$ cat src/rtl/div_pkg.sv
// rtl/div_pkg.sv - shared types and widths for the MAC-inverse divider
package div_pkg;

    localparam int DIV_WIDTH     = 8;
    localparam int DIV_OUT_WIDTH = 2 * DIV_WIDTH;
    localparam int CNT_W         = $clog2(DIV_OUT_WIDTH);

    typedef enum logic [1:0] {
        IDLE,
        CALC,
        DONE
    } div_state_t;

endpackage

$ cat src/rtl/mac_divider_if.sv
// rtl/mac_divider_if.sv - operand/result bundle between the MAC stage and the divider
interface mac_divider_if
    import div_pkg::*;
#(
    parameter int WIDTH     = DIV_WIDTH,
    parameter int OUT_WIDTH = DIV_OUT_WIDTH
);

    logic                 start;
    logic [OUT_WIDTH-1:0] DATA_IN;
    logic [WIDTH-1:0]     B;
    logic [OUT_WIDTH-1:0] Q;
    logic [WIDTH-1:0]     R;
    logic                 busy;
    logic                 done;
    logic                 div_zero;
    logic                 overflow;

    modport master (
        output start, DATA_IN, B,
        input  Q, R, busy, done, div_zero, overflow
    );

    modport slave (
        input  start, DATA_IN, B,
        output Q, R, busy, done, div_zero, overflow
    );

endinterface

$ cat src/rtl/div_step.sv
// rtl/div_step.sv - one combinational restoring-division step
module div_step #(
    parameter int WIDTH = 8
) (
    input  logic [WIDTH:0]   rem_i,
    input  logic             bit_i,
    input  logic [WIDTH-1:0] divisor_i,
    output logic [WIDTH:0]   rem_o,
    output logic             qbit_o
);

    logic [WIDTH+1:0] shifted;
    logic [WIDTH+1:0] diff;

    // The partial remainder is always below 2*B, so the extra top bit of diff
    // acts as the borrow/sign of the trial subtraction.
    assign shifted = {rem_i, bit_i};
    assign diff    = shifted - {2'b00, divisor_i};
    assign qbit_o  = ~diff[WIDTH+1];
    assign rem_o   = qbit_o ? diff[WIDTH:0] : shifted[WIDTH:0];

endmodule

$ cat src/rtl/mac_divider.sv
// rtl/mac_divider.sv - sequential restoring divider recovering A and C from D = A*B + C
module mac_divider
    import div_pkg::*;
#(
    parameter int WIDTH     = DIV_WIDTH,
    parameter int OUT_WIDTH = DIV_OUT_WIDTH
) (
    input  logic          clk,
    input  logic          rst,
    mac_divider_if.slave  bus
);

    div_state_t           state_q, state_d;
    logic [OUT_WIDTH-1:0] dvd_q, dvd_d;
    logic [WIDTH-1:0]     dvs_q, dvs_d;
    logic [WIDTH:0]       rem_q, rem_d;
    logic [CNT_W-1:0]     cnt_q, cnt_d;
    logic [OUT_WIDTH-1:0] quot_q, quot_d;
    logic [WIDTH-1:0]     res_rem_q, res_rem_d;
    logic                 dz_q, dz_d;
    logic                 ovf_q, ovf_d;

    logic [WIDTH:0]       step_rem;
    logic                 step_qbit;
    logic [OUT_WIDTH-1:0] quot_next;

    div_step #(
        .WIDTH(WIDTH)
    ) u_step (
        .rem_i    (rem_q),
        .bit_i    (dvd_q[OUT_WIDTH-1]),
        .divisor_i(dvs_q),
        .rem_o    (step_rem),
        .qbit_o   (step_qbit)
    );

    // The dividend register doubles as the quotient register: dividend bits
    // leave at the top while quotient bits enter at the bottom.
    assign quot_next = {dvd_q[OUT_WIDTH-2:0], step_qbit};

    always_comb begin
        state_d   = state_q;
        dvd_d     = dvd_q;
        dvs_d     = dvs_q;
        rem_d     = rem_q;
        cnt_d     = cnt_q;
        quot_d    = quot_q;
        res_rem_d = res_rem_q;
        dz_d      = dz_q;
        ovf_d     = ovf_q;
        case (state_q)
            IDLE: begin
                if (bus.start) begin
                    if (bus.B == '0) begin
                        quot_d    = '1;
                        res_rem_d = '0;
                        dz_d      = 1'b1;
                        ovf_d     = 1'b0;
                        state_d   = DONE;
                    end else begin
                        dvd_d   = bus.DATA_IN;
                        dvs_d   = bus.B;
                        rem_d   = '0;
                        cnt_d   = CNT_W'(OUT_WIDTH - 1);
                        state_d = CALC;
                    end
                end
            end
            CALC: begin
                rem_d = step_rem;
                dvd_d = quot_next;
                cnt_d = cnt_q - CNT_W'(1);
                if (cnt_q == '0) begin
                    // Results are registered on the last step so they are
                    // already valid in the cycle that done is high.
                    quot_d    = quot_next;
                    res_rem_d = step_rem[WIDTH-1:0];
                    dz_d      = 1'b0;
                    ovf_d     = |quot_next[OUT_WIDTH-1:WIDTH];
                    state_d   = DONE;
                end
            end
            DONE: begin
                state_d = IDLE;
            end
            default: begin
                state_d = IDLE;
            end
        endcase
    end

    always_ff @(posedge clk) begin
        if (rst) begin
            state_q   <= IDLE;
            dvd_q     <= '0;
            dvs_q     <= '0;
            rem_q     <= '0;
            cnt_q     <= '0;
            quot_q    <= '0;
            res_rem_q <= '0;
            dz_q      <= 1'b0;
            ovf_q     <= 1'b0;
        end else begin
            state_q   <= state_d;
            dvd_q     <= dvd_d;
            dvs_q     <= dvs_d;
            rem_q     <= rem_d;
            cnt_q     <= cnt_d;
            quot_q    <= quot_d;
            res_rem_q <= res_rem_d;
            dz_q      <= dz_d;
            ovf_q     <= ovf_d;
        end
    end

    assign bus.Q        = quot_q;
    assign bus.R        = res_rem_q;
    assign bus.busy     = (state_q == CALC);
    assign bus.done     = (state_q == DONE);
    assign bus.div_zero = dz_q;
    assign bus.overflow = ovf_q;

endmodule
$ cat src/flat_wrapper.sv
// flat-port wrapper written by rule: the top's interface ports become plain ports
module mac_divider_flat import div_pkg::*;
#(
    parameter int WIDTH     = DIV_WIDTH,
    parameter int OUT_WIDTH = DIV_OUT_WIDTH
)
  (clk, rst, bus_start, bus_DATA_IN, bus_B, bus_Q, bus_R, bus_busy, bus_done, bus_div_zero, bus_overflow);
  mac_divider_if #(.WIDTH(WIDTH), .OUT_WIDTH(OUT_WIDTH)) bus_i ();
  input  logic clk;
  input  logic rst;
  input wire logic [$bits(bus_i.start)-1:0] bus_start;
  input wire logic [$bits(bus_i.DATA_IN)-1:0] bus_DATA_IN;
  input wire logic [$bits(bus_i.B)-1:0] bus_B;
  output wire logic [$bits(bus_i.Q)-1:0] bus_Q;
  output wire logic [$bits(bus_i.R)-1:0] bus_R;
  output wire logic [$bits(bus_i.busy)-1:0] bus_busy;
  output wire logic [$bits(bus_i.done)-1:0] bus_done;
  output wire logic [$bits(bus_i.div_zero)-1:0] bus_div_zero;
  output wire logic [$bits(bus_i.overflow)-1:0] bus_overflow;
  assign bus_i.start = bus_start;
  assign bus_i.DATA_IN = bus_DATA_IN;
  assign bus_i.B = bus_B;
  assign bus_Q = bus_i.Q;
  assign bus_R = bus_i.R;
  assign bus_busy = bus_i.busy;
  assign bus_done = bus_i.done;
  assign bus_div_zero = bus_i.div_zero;
  assign bus_overflow = bus_i.overflow;
  mac_divider #(.WIDTH(WIDTH), .OUT_WIDTH(OUT_WIDTH)) u_core (.clk(clk), .rst(rst), .bus(bus_i));
endmodule
$ cat config.mk
export PLATFORM = sky130hd
export DESIGN_NAME = mac_divider_flat
export DESIGN_NICKNAME = d
export VERILOG_FILES = /design/src/rtl/div_pkg.sv /design/src/rtl/mac_divider_if.sv /design/src/rtl/div_step.sv /design/src/rtl/mac_divider.sv /design/src/flat_wrapper.sv
export SDC_FILE = /design/constraint.sdc
export NUM_CORES = 1
export LEC_CHECK = 0
export BUFFER_PORTS_ARGS = -buffer_cell sky130_fd_sc_hd__buf_2
export CAP_MARGIN = 20
export CORE_MARGIN = 2
export CORE_UTILIZATION = 50
export DETAILED_ROUTE_END_ITERATION = 7
export MAX_ROUTING_LAYER = met4
export PLACE_DENSITY = 0.83
export SLEW_MARGIN = 5
export SYNTH_ARGS = -nofsm -noshare
export SYNTH_HDL_FRONTEND = slang
export SYNTH_SLANG_ARGS = --single-unit
$ cat constraint.sdc
create_clock -name clk -period 2.2 [get_ports clk]
set_input_delay 0.11 -clock clk [delete_from_list [all_inputs] [get_ports clk]]
set_output_delay 0.11 -clock clk [all_outputs]
set_load 0.005 [all_outputs]
Yosys cells after proc, flatten, opt, wreduce, memory -nomap -nowiden
Cells that the tools add are included.
{ "word_totals": {"ff_bits": 65, "input_bits": 27, "output_inout_bits": 28, "word_cells": 58} }
{ "op_classes": {"add_sub_neg": 2, "n_eq_ne": 6, "n_mux": 30, "bitwise": 2, "n_reduce_logical": 9} }
{ "ops": {"columns": ["operator", "n"], "rows": [
  ["two-way mux 16 bit", 5],
  ["one-hot mux 16 bit (2 select lines)", 2],
  ["two-way mux 9 bit", 3],
  ["two-way mux 8 bit", 3],
  ["one-hot mux 9 bit (2 select lines)", 1],
  ["one-hot mux 8 bit (2 select lines)", 1],
  ["subtractor 10 x 8 -> 10 bit", 1],
  ["logical NOT 8 bit", 1],
  ["two-way mux 4 bit", 2],
  ["one-hot mux 4 bit (2 select lines)", 1],
  ["OR reduction 8 bit", 1],
  ["two-way mux 1 bit", 6],
  ["two-way mux 2 bit", 3],
  ["AND reduction 3 bit", 2],
  ["logical NOT 4 bit", 1],
  ["inequality test 2 x 1 -> 1 bit, second input constant", 2],
  ["inequality test 2 bit, second input constant", 2],
  ["one-hot mux 1 bit (2 select lines)", 2],
  ["one-hot mux 2 bit (2 select lines)", 1],
  ["AND reduction 4 bit", 1],
  ["subtractor 4 x 1 -> 4 bit, second input constant", 1],
  ["equality test 2 x 1 -> 1 bit, second input constant", 1],
  ["equality test 2 bit, second input constant", 1],
  ["logical NOT 2 bit", 1],
  ["other kinds (3)", 4]
]} }

Longest topological paths before layout
Gate-level depths: netlist of the first run.
{ "logic_depth": {"ltp_word": 4, "ltp_mapped": 9, "ltp_nobuf": 9} }

Hierarchy
Synthesis of the first run repeated with hierarchy kept, for this count alone.
{ "unflattened": {"cells_unflattened": 326, "area_unflattened_um2": 3072.9} }
{ "modules_own_cells": {"columns": ["module", "instances", "cells_per_inst", "area_each_um2", "seq_area_each_um2"], "rows": [
  ["mac_divider", 1, 259, 2544.9, 1301.2],
  ["div_step", 1, 67, 528.0, 0.0]
]} }

Least setup slack after synthesis of the first run
No wires, ideal clock.
{ "synth_path": {"path_type": "reg2reg", "startpoint": "reg u_core.dvs_q[4]", "endpoint": "reg u_core.res_rem_q[2], in the netlist u_core.bus.R[2]", "setup_ns": 0.116, "arrival_time_ns": 2.169, "slack_ns": -0.086, "path_stages_with_launch": 9, "n_path_buf": 0, "synth_period_minus_slack_ns": 2.286, "path_cell_list": "dfxtp_1 inv_1 ha_1 o211ai_1 a211oi_2 nor4_4 xnor2_2 mux2_2 a31o_2"} }
{ "synth_between": {"elab_chain_cells": 4} }
{ "synth_lines": {"columns": ["item", "line_no", "source"], "rows": [
  ["from (decl)", "mac_divider.sv:15", "logic [WIDTH-1:0] dvs_q, dvs_d;"],
  ["from (signal assigned)", "mac_divider.sv:106", "dvs_q <= dvs_d;"],
  ["subtractor 10 x 8 -> 10 bit", "div_step.sv:18", "assign diff = shifted - {2'b00, divisor_i};"],
  ["two-way mux 9 bit", "div_step.sv:20", "assign rem_o = qbit_o ? diff[WIDTH:0] : shifted[WIDTH:0];"],
  ["two-way mux 8 bit", "mac_divider.sv:73", "if (cnt_q == '0) begin"],
  ["one-hot mux 8 bit (2 select lines)", "mac_divider.sv:51", "case (state_q)"],
  ["to (signal assigned)", "mac_divider.sv:110", "res_rem_q <= res_rem_d;"],
  ["to (decl)", "mac_divider.sv:19", "logic [WIDTH-1:0] res_rem_q, res_rem_d;"]
]} }
No other way between the ends. The select of a mux whose other input is x is not followed.
A chain may end at the register's enable or synchronous reset.

Final worst setup path of the first run
{ "layout_path": {"startpoint": "reg u_core.dvs_q[2]", "endpoint": "reg u_core.rem_q[8]"} }
{ "layout_between": {"elab_chain_cells": 3} }
{ "layout_lines": {"columns": ["item", "line_no", "source"], "rows": [
  ["subtractor 10 x 8 -> 10 bit", "div_step.sv:18", null],
  ["two-way mux 9 bit", "div_step.sv:20", null],
  ["one-hot mux 9 bit (2 select lines)", "mac_divider.sv:51", null],
  ["to (signal assigned)", "mac_divider.sv:107", "rem_q <= rem_d;"],
  ["to (decl)", "mac_divider.sv:16", "logic [WIDTH:0] rem_q, rem_d;"]
]} }
No other way between the ends.

==> impl_metrics.tcl, run 1 <==
set metrics [dict create \
    setup_slack_ps 14.13 \
    layout_commonest_cell "nor2_1" \
    grt_pass1_vias 2684 \
    p_per_area_nw_per_um2 955.3 \
    hold_start "bus_B[1]" \
    reg2reg_slack_ps 10 \
    cp_max_fo 4 \
    finalHoldViolCount 0 \
    cts_max_path_buffers 2 \
    required_ps 2430 \
    antenna_found_initial 0 \
    ys_ff_latch 65 \
    setup_violations 0 \
    reg2reg_from "u_core.dvs_q[2]$_SDFFE_PP0P_" \
    clock_skew_ps 10.48 \
    reg2reg_depth 10 \
    start_kind "flip-flop" \
    synth_edf_count 0 \
    dp_hpwl_um 5674 \
    fin_crit_ps 2186 \
    globalRouteOverflowTotal 0 \
    avgSynthCellArea_um2 8.259 \
    multi_input_area_um2 1798 \
    ys_warn_count 0 \
    drt-initial-drc-count 189 \
    wl_per_cell_um 16.41 \
    drtPass1Iterations 5 \
    synth_area_um2 3064 \
    coreArea_um2 5921 \
    io_pins 55 \
    drc 0 \
    num_vias 3049 \
    rsz0062_at_grt "true" \
    finalMaxSlewViolations 0 \
    antenna_left 0 \
    dieArea_um2 6771 \
    cts_tree "done" \
    track_usage_pct 25.38 \
    most-common-layout-cells "nor2_1 (56), buf_2 (54), dfxtp_1 (54)" \
    p_leak_nw 1.650 \
    vias_per_cell 5.830 \
    r2r-end "u_core.rem_q[8]$_SDFFE_PP0P_" \
    place_ws_ps -100.4 \
    gp_congestion 0.8955 \
    die_w_um 82.29 \
    crit_type "reg -> reg" \
    relSlewSlack_pct 60.21 \
    insertion_delay_ps 350 \
    hold_end "u_core.dvs_q[1]$_SDFFE_PP0P_" \
    ys_seq_area_share_pct 42.47 \
    areaGrowthSynthToFinish_pct 28.91 \
    max_freq_mhz 457.5 \
    fp.dieH_um 82.29 \
    fill_cells 481 \
    rows 28 \
    grt_start_max_net_pins 27 \
    antennaDiodeCount 0 \
    ctsHoldBuffers 0 \
    drt_wl_total_um 8582 \
    synth_flop_cell "dfxtp_1" \
    cts_inserted_buffers 9 \
    path_clk_slew_ps 80 \
    fin_crit_sh_pct 99.36 \
    start_util_pct 51.75 \
    synthCells 371 \
    irDropWorstVdd_uv 650.9 \
    tns_ps 0 \
    drive_above_1_share_pct 30.36 \
    critPathArrivalTime_ps 2420 \
    htree_levels 3 \
    portBuffers 54 \
    cap_violations 0 \
    status "finished, final reports clean" \
    tightest_slew_ps 592.3 \
    critPathCaptureType "flip-flop" \
    ys_types 48 \
    ff_latch_area_um2 1315 \
    final_nets 480 \
    grt_pass1_wl_um 12650 \
    root_buffer "clkbuf_8" \
    async_flop_share_pct 0 \
    hp-class "in -> reg" \
    syn_nets 408 \
    whs_path_depth 3 \
    cts_sinks 65 \
    final_core_util_pct 66.72 \
]
==> through the flow <==
stage,hold slack (ps),cells,power [mW],area [µm²]
5_1_grt,24.87,523,3.961,3950
3_5_place_dp,363.6,502,2.541,3585
4_1_cts,2.540,520,3.572,3811
6_report,18.81,523,3.773,3950
2_1_floorplan,193.2,371,2.171,3124
3_3_place_gp,350.8,502,2.505,3585
==> state kept, by name, indices dropped and copies added, names as in the netlist <==
signal / flops
u_core.state_q: 2
u_core.cnt_q: 4
u_core.dvd_q: 16
u_core.bus.R: 8
u_core.dvs_q: 8
u_core.rem_q: 9
u_core.bus.overflow: 1
u_core.bus.Q: 16
u_core.bus.div_zero: 1
==> Yosys cell counts, types with 2 or more instances <==
library cell	n	area share [%]
dfxtp_1	65	42
nor2_1	57	7.0
nand2_1	45	5.5
nor3_1	19	3.1
clkbuf_1	18	2.2
nor4_1	18	3.7
a311oi_1	15	4.3
inv_1	15	1.8
a21oi_1	14	2.3
mux2i_1	13	4.2
o21ai_0	13	2.1
ha_1	9	3.7
nand2b_1	6	1.2
nand3_1	5	0.82
a22o_1	4	1.1
buf_2	4	0.65
nor2b_1	4	0.82
xnor2_1	4	1.1
a31oi_1	3	0.61
or3_1	3	0.61
xor2_1	3	0.86
a211oi_1	2	0.49
a21boi_0	2	0.49
a32oi_1	2	0.57
nand4_1	2	0.41
o211ai_1	2	0.49
o22ai_1	2	0.41
or4_1	2	0.49
==> repair_timing <==
| item | CTS | global route |
|---|---|---|
| endpoints found under the setup margin | 11 | 15 |
| cloned | 0 | 0 |
| pin swaps | 3 | 5 |
| resized for setup | 7 | 28 |
| hold endpoints to repair | 0 | 0 |
| buffers inserted | 2 | 3 |
==> final cells by class <==
type / instances / share of cell area, %
well taps: 75 / 2.376
clock buffers: 11 / 3.326
multi-input cells: 268 / 45.52
inverters: 16 / 1.520
flip-flops and latches: 65 / 33.29
repair buffers: 83 / 12.54
clock inverters: 5 / 1.425
==> metal layers <==
metal	up-vias	track usage [%]	routed length (µm)
li1	1462	-	-
met1	1409	33.17	3661
met2	145	38.95	4060
met3	33	5.109	593
met4	0	9.333	266
met5	-	-	0
==> logic make-up (layout without fill, tap and decap cells) <==
logic type                 Yosys count  in the layout  synth area share (%)
xor gates and xnor gates             8              8                 2.532
AOI/OAI and AO/OA                   68             68                 15.52
and+or+nand+nor                    168            168                 25.73
DFF                                 65             65                 42.47
buffers and inverters               38            115                 4.818
muxes                               14             14                 4.614
adders and majority gates           10             10                 4.328
==> power by group <==
part | switching [mW] | total, mW | internal [mW]
clock | 0.461 | 0.983 | 0.522
sequential | 0.108 | 1.40 | 1.29
combinational | 0.720 | 1.39 | 0.668
==> worst max-delay path: stages, from the launching register on <==
cell	delay, ps
dfxtp_2	350
inv_2	50
ha_4	230
o211ai_1	330
a211oi_4	80
buf_4	150
buf_4	120
nor2_2	180
nor3_1	70
o41a_1	390
o2bb2ai_1	130
==> worst max-delay path by stage <==
| stage | from | endpoint | slack (ps) | cells past startpoint |
|---|---|---|---|---|
| after floorplan | u_core.rem_q[1]$_SDFFE_PP0P_ | u_core.bus.R[2]$_SDFFE_PP0P_ | -20 | 7 |
| after global placement | u_core.dvs_q[6]$_SDFFE_PP0P_ | u_core.rem_q[1]$_SDFFE_PP0P_ | 9 | 10 |
| after detailed placement | u_core.dvs_q[6]$_SDFFE_PP0P_ | u_core.rem_q[4]$_SDFFE_PP0P_ | -100 | 10 |
| after CTS | u_core.dvs_q[3]$_SDFFE_PP0P_ | u_core.bus.R[2]$_SDFFE_PP0P_ | 5 | 9 |
| after global routing | u_core.dvs_q[2]$_SDFFE_PP0P_ | u_core.rem_q[8]$_SDFFE_PP0P_ | -100 | 10 |
| final | u_core.dvs_q[2]$_SDFFE_PP0P_ | u_core.rem_q[8]$_SDFFE_PP0P_ | 10 | 10 |
No activity file was read; power rests on OpenSTA's default activity.
==> inputs of run 2 (changes only) <==
==> constraint.sdc (replaced) <==
create_clock -name clk -period 1.8 [get_ports clk]
set_input_delay 0.09 -clock clk [delete_from_list [all_inputs] [get_ports clk]]
set_output_delay 0.09 -clock clk [all_outputs]
set_load 0.005 [all_outputs]
==> run 2 against run 1 <==
The run now ends with negative hold slack, negative setup slack left. Combinational power is 44% higher. Flip-flop and latch count stayed put. Sequential share of layout area is 2.4 points lower. Sequential power is 22% higher. Core utilization is 5.2 points higher. First-iteration DRC count is 110% higher. Die area stayed put. Critical path type unchanged.
==> impl_metrics.tcl, run 2 (synthesized netlist as in run 1, its figures left out) <==
set metrics [dict create \
    status "finished with violations" \
    violations "negative hold slack, negative setup slack" \
    dieArea_um2 6771 \
    htree_levels 3 \
    reg2reg_depth 11 \
    wl_per_cell_um 18.00 \
    io_pins 55 \
    critPathCaptureType "flip-flop" \
    coreArea_um2 5921 \
    final_core_util_pct 71.96 \
    globalRouteOverflowTotal 0 \
    fin_crit_ps 2309 \
    finalHoldViolCount 7 \
    slowest_stage "dfxtp_2" \
    max_stage_delay_ps 330 \
    critPathArrivalTime_ps 2610 \
    layout_commonest_cell "nor2_1" \
    cts_inserted_buffers 9 \
    drt-initial-drc-count 392 \
    drc 0 \
    whs_path_depth 3 \
    cts_sinks 65 \
    insertion_delay_ps 360 \
    crit_type "reg -> reg" \
    finalMaxSlewViolations 0 \
    dp_hpwl_um 6202 \
    p_per_area_nw_per_um2 1176 \
    fp.dieH_um 82.29 \
    areaGrowthSynthToFinish_pct 39.04 \
    cts_tree "done" \
    antenna_found_initial 0 \
    clock_skew_ps 10.67 \
    endpoint "u_core.rem_q[1]$_SDFFE_PP0P_" \
    track_usage_pct 30.66 \
    critical_path_depth 11 \
    vias_per_cell 6.078 \
    antennaDiodeCount 0 \
    rows 28 \
    rsz0062_at_grt "true" \
    max_freq_mhz 433.1 \
    relSlewSlack_pct 63.19 \
    reg2reg_slack_ps -510 \
    crit_top_cell "buf_4" \
    holdWs_ps -11.95 \
    path_cells "inv_2 -> ha_4 -> o211ai_1 -> buf_4 -> a211oi_4 -> nor4_4 -> buf_4 -> xnor2_4 -> buf_12 -> mux2i_4 -> a22o_1" \
    start_util_pct 51.75 \
    r2r-end "u_core.rem_q[1]$_SDFFE_PP0P_" \
    place_ws_ps -476.4 \
    root_buffer "clkbuf_8" \
    drtPass1Iterations 7 \
    required_ps 2100 \
    die_w_um 82.29 \
    cts_max_path_buffers 2 \
    hp-class "in -> reg" \
    fin_crit_sh_pct 128.3 \
    crit_family "buffers and inverters" \
    path_clk_slew_ps 70 \
    path_buf_inv 4 \
    p_leak_nw 1.801 \
    irDropWorstVdd_uv 616.4 \
    drt_wl_total_um 9884 \
    cap_violations 0 \
    start_kind "flip-flop" \
    portBuffers 54 \
    setup_slack_ps -509.2 \
    num_vias 3337 \
    drive_above_1_share_pct 35.65 \
    finalPower_mw 5.012 \
    grt_start_max_net_pins 26 \
    tightest_slew_ps 551.3 \
    grt_pass1_vias 2983 \
    final_nets 506 \
    cp_max_fo 5 \
    gp_congestion 0.8840 \
    reg2reg_from "u_core.dvs_q[4]$_SDFFE_PP0P_" \
    fill_cells 383 \
    crit_start "u_core.dvs_q[4]$_SDFFE_PP0P_" \
    setup_violations 19 \
    most-common-layout-cells "nor2_1 (56), buf_2 (54), dfxtp_1 (54)" \
    grt_pass1_wl_um 14940 \
    antenna_left 0 \
]
[run 2: cell count changes in the layout (fill, tap and decap cells not counted), moves of 3 or more]
cell / previous run / this run
dlygate4sd3_1: 0 / 6
mux2i_2: 5 / 1
inv_2: 2 / 7
inv_1: 13 / 8
buf_4: 27 / 46
o21ai_1: 4 / 7
o21ai_0: 10 / 6
mux2i_4: 0 / 3
[run 2: power by group]
group	switching, mW	total, mW	internal (mW)
registers	0.129	1.71	1.58
clock network	0.585	1.30	0.715
logic	1.02	2.00	0.981
total	1.73	5.01	3.28
[run 2: area by class of cell]
cell class                 instances  area (µm²)  share of cell area, %
timing repair buffer             109       726.9                  17.06
clock inverter                     4       51.30                  1.204
multi-input combinational        268        1857                  43.58
sequential                        65        1315                  30.87
tap                               75       93.84                  2.203
inverter                          16       61.31                  1.439
clock buffer                      12       155.1                  3.642
[run 2: tightest hold or removal path: cells and delay by family]
family	cells	cell delay [ps]
buf+inv	1	100
simple gates	1	50
compound gates	1	70
[run 2: worst min path at each step]
stage | to | startpoint
floorplan | u_core.state_q[1]$_SDFFE_PP0P_ | rst
global placement | u_core.dvs_q[6]$_SDFFE_PP0P_ | bus_B[6]
detailed placement | u_core.dvs_q[6]$_SDFFE_PP0P_ | bus_B[6]
CTS | u_core.dvd_q[4]$_SDFFE_PP0P_ | bus_DATA_IN[4]
global route | u_core.dvd_q[10]$_SDFFE_PP0P_ | bus_DATA_IN[10]
finish | u_core.dvd_q[2]$_SDFFE_PP0P_ | bus_DATA_IN[2]
[run 2: repair_timing]
action,CTS,global route
setup buffers,6,3
hold endpoints to repair,6,0
resized for setup,23,5
endpoints found under the setup margin,20,27
pin swaps,11,5
hold buffers,6,0
[run 2: metal layers]
layer,GRT usage (%),vias up,part of all wire (%)
li1,-,1515,-
met4,13.00,0,5.3
met2,47.74,222,45
met1,37.17,1541,40
met5,-,-,0
met3,8.804,59,9.6
[run 2: metrics by stage]
step                      TNS [ps]  instance area [µm²]  std cells
final                        -7820                 4260        549
after global routing         -9145                 4260        549
after CTS                    -6034                 4213        547
after floorplan              -3077                 3181        371
after global placement       -4282                 3801        520
after detailed placement     -7700                 3801        520
